## src/rtl/cdb_pkg.sv

```systemverilog
// Shared definitions for the Common Data Bus scheduler:
// the CDB word layout, producer source codes and the word packing helper.
package cdb_pkg;

    localparam int CDB_W       = 24;
    localparam int CDB_DATA_W  = 16;
    localparam int CDB_REG_W   = 3;
    localparam int CDB_LABEL_W = 2;

    localparam int CDB_ZERO     = 23;
    localparam int CDB_BUSY     = 22;
    localparam int CDB_UNIT     = 21;
    localparam int CDB_LABEL_HI = 20;
    localparam int CDB_LABEL_LO = 19;
    localparam int CDB_REG_HI   = 18;
    localparam int CDB_REG_LO   = 16;
    localparam int CDB_DATA_HI  = 15;
    localparam int CDB_DATA_LO  = 0;

    // Label 2'b11 never names a reservation station; it marks load results.
    localparam logic [CDB_LABEL_W-1:0] LD_LABEL = 2'b11;

    typedef enum logic [1:0] {
        SRC_ADD = 2'd0,
        SRC_MUL = 2'd1,
        SRC_LD  = 2'd2
    } src_e;

    typedef struct packed {
        logic                   zero;
        logic                   busy;
        logic                   unit;
        logic [CDB_LABEL_W-1:0] label;
        logic [CDB_REG_W-1:0]   reg_idx;
        logic [CDB_DATA_W-1:0]  data;
    } cdb_word_t;

    function automatic cdb_word_t pack_cdb(
        input logic                   busy,
        input logic                   unit,
        input logic [CDB_LABEL_W-1:0] label,
        input logic [CDB_REG_W-1:0]   reg_idx,
        input logic [CDB_DATA_W-1:0]  data
    );
        cdb_word_t w;
        w.zero    = 1'b0;
        w.busy    = busy;
        w.unit    = unit;
        w.label   = label;
        w.reg_idx = reg_idx;
        w.data    = data;
        return w;
    endfunction

    // Round-robin search order: mul -> add -> load -> mul.
    function automatic src_e next_src(input src_e s);
        case (s)
            SRC_MUL: return SRC_ADD;
            SRC_ADD: return SRC_LD;
            default: return SRC_MUL;
        endcase
    endfunction

endpackage

```

## src/rtl/cdb_slot_fifo.sv

```systemverilog
// Small per-producer holding FIFO; the head is visible combinationally to the arbiter.
module cdb_slot_fifo #(
    parameter int DEPTH = 2,
    parameter int WIDTH = 21,
    localparam int PTR_W = (DEPTH > 1) ? $clog2(DEPTH) : 1,
    localparam int CNT_W = $clog2(DEPTH + 1)
) (
    input  logic             clk,
    input  logic             rst_n,
    input  logic             push_i,
    input  logic             pop_i,
    input  logic [WIDTH-1:0] data_i,
    output logic             full_o,
    output logic             empty_o,
    output logic [CNT_W-1:0] count_o,
    output logic [WIDTH-1:0] head_o
);

    logic [WIDTH-1:0] mem_q [DEPTH];
    logic [PTR_W-1:0] wr_ptr_q;
    logic [PTR_W-1:0] rd_ptr_q;
    logic [CNT_W-1:0] count_q;
    logic             do_push;
    logic             do_pop;

    assign full_o  = (count_q == CNT_W'(DEPTH));
    assign empty_o = (count_q == '0);
    assign count_o = count_q;
    assign head_o  = mem_q[rd_ptr_q];

    assign do_push = push_i && !full_o;
    assign do_pop  = pop_i && !empty_o;

    // DEPTH is a power of two, so the pointers wrap on their natural width.
    always_ff @(posedge clk or negedge rst_n) begin
        if (!rst_n) begin
            wr_ptr_q <= '0;
            rd_ptr_q <= '0;
            count_q  <= '0;
        end else begin
            if (do_push) wr_ptr_q <= wr_ptr_q + PTR_W'(1);
            if (do_pop)  rd_ptr_q <= rd_ptr_q + PTR_W'(1);
            case ({do_push, do_pop})
                2'b10:   count_q <= count_q + CNT_W'(1);
                2'b01:   count_q <= count_q - CNT_W'(1);
                default: count_q <= count_q;
            endcase
        end
    end

    always_ff @(posedge clk) begin
        if (do_push) mem_q[wr_ptr_q] <= data_i;
    end

endmodule

```

## src/rtl/cdb_scheduler.sv

```systemverilog
// Fair round-robin scheduler for the Common Data Bus: three buffered producers,
// one registered broadcast per cycle, snooped by the RS and register status table.
module cdb_scheduler
    import cdb_pkg::*;
#(
    parameter int DATA_W     = 16,
    parameter int REG_W      = 3,
    parameter int LABEL_W    = 2,
    parameter int FIFO_DEPTH = 2
) (
    input  logic               Clock,
    input  logic               Resetn,

    input  logic               add_valid,
    input  logic [LABEL_W-1:0] add_label,
    input  logic [REG_W-1:0]   add_reg,
    input  logic [DATA_W-1:0]  add_data,
    output logic               add_ready,

    input  logic               mul_valid,
    input  logic [LABEL_W-1:0] mul_label,
    input  logic [REG_W-1:0]   mul_reg,
    input  logic [DATA_W-1:0]  mul_data,
    output logic               mul_ready,

    input  logic               ld_valid,
    input  logic [REG_W-1:0]   ld_reg,
    input  logic [DATA_W-1:0]  ld_data,
    output logic               ld_ready,

    output logic [CDB_W-1:0]   cdbOut,
    output logic [1:0]         grant_src,
    output logic [15:0]        bcast_count
);

    localparam int ENTRY_W = LABEL_W + REG_W + DATA_W;
    localparam int CNT_W   = $clog2(FIFO_DEPTH + 1);

    logic [2:0]         fifo_push;
    logic [2:0]         fifo_pop;
    logic [2:0]         fifo_full;
    logic [2:0]         fifo_empty;
    logic [CNT_W-1:0]   fifo_count [3];
    logic [ENTRY_W-1:0] fifo_head  [3];

    logic               grant_valid;
    src_e               grant_sel;
    src_e               cand;
    logic [ENTRY_W-1:0] sel_head;

    cdb_word_t   cdb_q, cdb_d;
    src_e        grant_src_q, grant_src_d;
    logic [15:0] bcast_q, bcast_d;
    src_e        ptr_q, ptr_d;

    // Ready comes only from the registered occupancy, so a full FIFO
    // being drained this cycle still refuses the producer.
    assign add_ready = (fifo_count[SRC_ADD] < CNT_W'(FIFO_DEPTH));
    assign mul_ready = (fifo_count[SRC_MUL] < CNT_W'(FIFO_DEPTH));
    assign ld_ready  = (fifo_count[SRC_LD]  < CNT_W'(FIFO_DEPTH));

    assign fifo_push[SRC_ADD] = add_valid && !fifo_full[SRC_ADD];
    assign fifo_push[SRC_MUL] = mul_valid && !fifo_full[SRC_MUL];
    assign fifo_push[SRC_LD]  = ld_valid  && !fifo_full[SRC_LD];

    cdb_slot_fifo #(.DEPTH(FIFO_DEPTH), .WIDTH(ENTRY_W)) u_add_fifo (
        .clk     (Clock),
        .rst_n   (Resetn),
        .push_i  (fifo_push[SRC_ADD]),
        .pop_i   (fifo_pop[SRC_ADD]),
        .data_i  ({add_label, add_reg, add_data}),
        .full_o  (fifo_full[SRC_ADD]),
        .empty_o (fifo_empty[SRC_ADD]),
        .count_o (fifo_count[SRC_ADD]),
        .head_o  (fifo_head[SRC_ADD])
    );

    cdb_slot_fifo #(.DEPTH(FIFO_DEPTH), .WIDTH(ENTRY_W)) u_mul_fifo (
        .clk     (Clock),
        .rst_n   (Resetn),
        .push_i  (fifo_push[SRC_MUL]),
        .pop_i   (fifo_pop[SRC_MUL]),
        .data_i  ({mul_label, mul_reg, mul_data}),
        .full_o  (fifo_full[SRC_MUL]),
        .empty_o (fifo_empty[SRC_MUL]),
        .count_o (fifo_count[SRC_MUL]),
        .head_o  (fifo_head[SRC_MUL])
    );

    cdb_slot_fifo #(.DEPTH(FIFO_DEPTH), .WIDTH(ENTRY_W)) u_ld_fifo (
        .clk     (Clock),
        .rst_n   (Resetn),
        .push_i  (fifo_push[SRC_LD]),
        .pop_i   (fifo_pop[SRC_LD]),
        .data_i  ({LD_LABEL, ld_reg, ld_data}),
        .full_o  (fifo_full[SRC_LD]),
        .empty_o (fifo_empty[SRC_LD]),
        .count_o (fifo_count[SRC_LD]),
        .head_o  (fifo_head[SRC_LD])
    );

    // Walk the three sources starting at the pointer; first non-empty wins.
    always_comb begin
        grant_valid = 1'b0;
        grant_sel   = ptr_q;
        cand        = ptr_q;
        for (int i = 0; i < 3; i++) begin
            if (!grant_valid && !fifo_empty[cand]) begin
                grant_valid = 1'b1;
                grant_sel   = cand;
            end
            cand = next_src(cand);
        end
    end

    assign fifo_pop[SRC_ADD] = grant_valid && (grant_sel == SRC_ADD);
    assign fifo_pop[SRC_MUL] = grant_valid && (grant_sel == SRC_MUL);
    assign fifo_pop[SRC_LD]  = grant_valid && (grant_sel == SRC_LD);

    always_comb begin
        case (grant_sel)
            SRC_MUL: sel_head = fifo_head[SRC_MUL];
            SRC_LD:  sel_head = fifo_head[SRC_LD];
            default: sel_head = fifo_head[SRC_ADD];
        endcase
    end

    // An idle cycle only drops the busy bit; the rest of the word is retained.
    always_comb begin
        cdb_d       = cdb_q;
        cdb_d.busy  = 1'b0;
        grant_src_d = grant_src_q;
        bcast_d     = bcast_q;
        ptr_d       = ptr_q;
        if (grant_valid) begin
            cdb_d       = pack_cdb(1'b1,
                                   grant_sel == SRC_MUL,
                                   sel_head[DATA_W+REG_W +: LABEL_W],
                                   sel_head[DATA_W +: REG_W],
                                   sel_head[DATA_W-1:0]);
            grant_src_d = grant_sel;
            bcast_d     = bcast_q + 16'd1;
            ptr_d       = next_src(grant_sel);
        end
    end

    always_ff @(posedge Clock or negedge Resetn) begin
        if (!Resetn) begin
            cdb_q       <= '0;
            grant_src_q <= SRC_ADD;
            bcast_q     <= '0;
            ptr_q       <= SRC_MUL;
        end else begin
            cdb_q       <= cdb_d;
            grant_src_q <= grant_src_d;
            bcast_q     <= bcast_d;
            ptr_q       <= ptr_d;
        end
    end

    assign cdbOut      = cdb_q;
    assign grant_src   = grant_src_q;
    assign bcast_count = bcast_q;

endmodule
```

## config.mk

```make
export PLATFORM = sky130hd
export DESIGN_NAME = cdb_scheduler
export DESIGN_NICKNAME = d
export VERILOG_FILES = /design/src/rtl/cdb_pkg.sv /design/src/rtl/cdb_slot_fifo.sv /design/src/rtl/cdb_scheduler.sv
export SDC_FILE = /design/constraint.sdc
export NUM_CORES = 1
export LEC_CHECK = 0
export CAP_MARGIN = 20
export CORE_MARGIN = 10
export CORE_UTILIZATION = 54
export DETAILED_ROUTE_END_ITERATION = 10
export PLACE_DENSITY = 0.8
export SLEW_MARGIN = 20
export SYNTH_ARGS = -nofsm -noshare
export SYNTH_HDL_FRONTEND = slang
export SYNTH_HIERARCHICAL = 1
export SYNTH_SLANG_ARGS = --single-unit
```

## constraint.sdc

```tcl
create_clock -name Clock -period 3.72 [get_ports Clock]
set_clock_uncertainty 0.2 [all_clocks]
set_input_delay 0.372 -clock Clock [delete_from_list [all_inputs] [get_ports Clock]]
set_output_delay 0.372 -clock Clock [all_outputs]
set_load 0.01 [all_outputs]
```

==> results.toml, run 1 <==
[power_and_ir_drop]
power_frac_comb_pct = 38.4
seq_power_share_pct = 39.5
switchingPower_mw = 2.92
switching_share_pct = 34.9
p_leak_nw = 3.45
p_per_area_nw_per_um2 = 899
ir_worst_vdd_mv = 0.530
p_int_mw = 5.45
clockPowerShare_pct = 22.2
power.total_mw = 8.37

[grt]
grt_overflow = 0
track_usage_pct = 17.2
grt_start_max_net_pins = 59
grt_pass1_vias = 4846
antenna_found_initial = 0
grt_pass1_wl_um = 24600

[place]
io_buffer_count = 109
place_hpwl_um = 11200
placedCellCount = 776
globalplace.congestion = 0.821
pre_cts_slack_ns = 0.590
placed_area_um2 = 8680

[timing]
maxSlewViolCount = 0
slew_headroom_pct = 34.5
fmax_mhz = 311
finalHoldViolations = 0
tightest_slew_ns = 0.983
rsz0062_at_grt = "no"
setup_slack_ns = 0.501
min_period_over_period_pct = 86.5
final.setup.tns_ns = 0
setup_viol = 0
finalCriticalPeriod_ns = 3.22

[critical_path]
crit_path_end_kind = "flop"
r2r_cells = 11
critPathSlowestCell = "a211oi_1"
crit_path_max_incr_delay_ns = 0.48
worstPathRequired_ns = 3.86
crit_chain = "nor2_1 -> inv_1 -> a21o_1 -> a211oi_1 -> inv_1 -> ha_1 -> and2_1 -> nor2b_2 -> ha_1 -> nor2_1 -> xor2_1"
cp_max_fo = 7
crit_arrival_ns = 3.36
cp-start-kind = "flop"
worstSetupPathType = "flop to flop"

[clock_tree]
cts-root-buf = "clkbuf_16"
post_cts_buffers = 0
cts-htree-levels = 4
clockBufferDepth = 2
hold_buffers = 1
cts_resized = 0
cts_tree = "done"
clkTransAtPathRegs_ns = 0.07
cts.sinks = 181
clk_latency_ns = 0.42
numCtsBuffers = 17

[job]
cap_violations = 0

[routing]
vias_per_cell = 5.40
drt_wl_total_um = 15500
vias = 4369
antenna_left = 0
first_iter_violations = 314
drc = 0
dr.pass1.iters = 5
routedWlPerCell_um = 19.2

[floorplanning]
initial_utilization_pct = 55.5
core_area_um2 = 13300
die_height_um = 137
ios = 111
die_w_um = 137
num_rows = 42
die_area_um2 = 18800

[logic_synthesis]
synth_fa_ha_area_share_pct = 1.18
synth.avg_cell_area_um2 = 14.9
synth_edf_count = 126
ys.flop_type = "edfxtp_1"
ys_seq_area_share_pct = 69.6
synth_async_sr_flop_share_pct = 30.4
synth_seq_cells = 181
muxShareOfSynthArea_pct = 9.57
synth_top_family_by_area = "multiplexers"
synth_compound_area_share_pct = 6.14
synth-warning-count = 6
synthCells = 498
synth-xor-area-share_pct = 3.54
netlist_area_um2 = 7410
ys_types = 36
yosys.area_share.simple_pct = 7.21

[min_path]
min_path_type = "flop to flop"
min_path_cells = 1

[final_layout]
final_common_cell = "edfxtp_1"
fin_nets = 693
final_cell_area_um2 = 9310
final_cell_mix = "edfxtp_1, clkdlybuf4s50_1, mux2_2, nand2_1, dfrtp_1"
final-instance-count-excl-fill = 809
diodes = 0
area_delta_synth_final_pct = 25.6
drive_gt1_share_pct = 19.1

[run_status]
status = "completed"
## worst paths after layout
kind	slack, ns	to	startpoint
worst min register to register	0.27	bcast_count[15]	bcast_count[15]
worst max register to register	0.50	u_mul_fifo/count_o[1]	u_mul_fifo/count_o[1]
worst max-delay path	0.50	u_mul_fifo/count_o[1]	u_mul_fifo/count_o[1]
max in group asynchronous	2.17	bcast_count[0]	Resetn
min in group asynchronous	0.35	u_mul_fifo/count_o[0]	Resetn
worst min-delay path	0.27	bcast_count[15]	bcast_count[15]
## power by group through the flow
| stage | sequential [mW] | clock (mW) | combinational, mW |
|---|---|---|---|
| floorplan | 3.22 | 0 | 2.13 |
| global placement | 3.31 | 0 | 3.12 |
| detailed placement | 3.35 | 0 | 3.22 |
| CTS | 3.31 | 1.89 | 3.26 |
| global route | 3.38 | 1.97 | 3.59 |
| finish | 3.30 | 1.86 | 3.21 |
## logic make-up after synthesis
| group | after synthesis |
|---|---|
| XOR/XNOR | 30 |
| multiplexers | 63 |
| other | 2 |
| adder cells (fa/ha/maj) | 7 |
| AND/OR/NAND/NOR | 104 |
| buffers and inverters | 34 |
| flip-flops | 181 |
| AO/OA/AOI/OAI | 77 |
## through the flow
step	utilization [%]	hold slack [ns]
after global placement	65.1	0.259
after floorplan	-	-0.124
after detailed placement	65.1	0.260
after global routing	69.8	0.303
after CTS	69.8	0.274
final	69.8	0.268
## layout make-up
cell class / instances / area [um^2]
clock inverter: 15 / 193
clock buffer: 17 / 425
multi-input combinational: 286 / 2080
fill: 912 / 4040
tap: 176 / 220
inverter: 11 / 41.3
timing repair buffer: 123 / 1190
sequential: 181 / 5160
## registers in the layout, summed over array words and instances, names as in the netlist
| name | cells |
|---|---|
| u_add_fifo/mem_q | 42 |
| u_ld_fifo/mem_q | 42 |
| u_mul_fifo/mem_q | 42 |
| cdbOut | 23 |
| bcast_count | 16 |
| grant_src | 2 |
| ptr_q | 2 |
| u_add_fifo/count_o | 2 |
| u_ld_fifo/count_o | 2 |
| u_mul_fifo/count_o | 2 |
| u_add_fifo/rd_ptr_q | 1 |
| u_add_fifo/wr_ptr_q | 1 |
| u_ld_fifo/rd_ptr_q | 1 |
| u_ld_fifo/wr_ptr_q | 1 |
| u_mul_fifo/rd_ptr_q | 1 |
| u_mul_fifo/wr_ptr_q | 1 |
## synthesized netlist by cell type, types with 5 or more instances
library cell | n | area share [%]
mux2_2 | 63 | 9.6
inv_1 | 11 | 0.56
dfrtp_1 | 54 | 18
buf_6 | 8 | 1.2
a22oi_1 | 21 | 2.1
clkbuf_1 | 10 | 0.51
edfxtp_1 | 126 | 51
nand2_1 | 57 | 2.9
xnor2_1 | 15 | 1.8
nand4_1 | 5 | 0.42
o21ai_0 | 46 | 3.1
nor2_1 | 11 | 0.56
xor2_1 | 15 | 1.8
ha_1 | 7 | 1.2
## critical path: cells and delay by family, from the launching register on
family	cells	cell delay, ns
AND/OR/NAND/NOR	4	0.86
AO/OA/AOI/OAI	2	0.68
adder cells (fa/ha/maj)	2	0.55
flip-flops	1	0.42
buffers and inverters	2	0.24
XOR/XNOR	1	0.19
## routing by layer
| layer | share of wire (%) | wire length [um] | track usage, % | vias up |
|---|---|---|---|---|
| li1 | - | - | - | 2071 |
| met1 | 39 | 6090 | 18.8 | 2139 |
| met2 | 53 | 8200 | 30.5 | 139 |
| met3 | 6.1 | 953 | 5.61 | 20 |
| met4 | 1.7 | 267 | 6.21 | 0 |
| met5 | 0 | 0 | 0 | - |
No activity file was read; power rests on OpenSTA's default activity.
==> run 2: changes to the inputs <==
==> constraint.sdc (replaced) <==
create_clock -name Clock -period 3.72 [get_ports Clock]
set_clock_uncertainty 0.2 [all_clocks]
set_input_delay 0.372 -clock Clock [delete_from_list [all_inputs] [get_ports Clock]]
set_output_delay 0.372 -clock Clock [all_outputs]
set_load 0.005 [all_outputs]
==> results of run 2 <==
The final DEF is identical to that of run 1. Status: completed.
Among the figures that moved: total power 8.37 mW -> 8.30 mW; worst IR drop on VDD 0.530 mV -> 0.523 mV
==> run 3: changes to the inputs <==
--- a/config.mk
+++ b/config.mk
@@ -9,6 +9,7 @@
 export CORE_MARGIN = 10
 export CORE_UTILIZATION = 54
 export DETAILED_ROUTE_END_ITERATION = 10
+export GPL_ROUTABILITY_DRIVEN = 0
 export PLACE_DENSITY = 0.8
 export SLEW_MARGIN = 20
 export SYNTH_ARGS = -nofsm -noshare
==> results of run 3 <==
The final DEF is identical to that of run 1. Status: completed.
Among the figures that moved: total power 8.37 mW -> 8.30 mW; worst IR drop on VDD 0.530 mV -> 0.523 mV
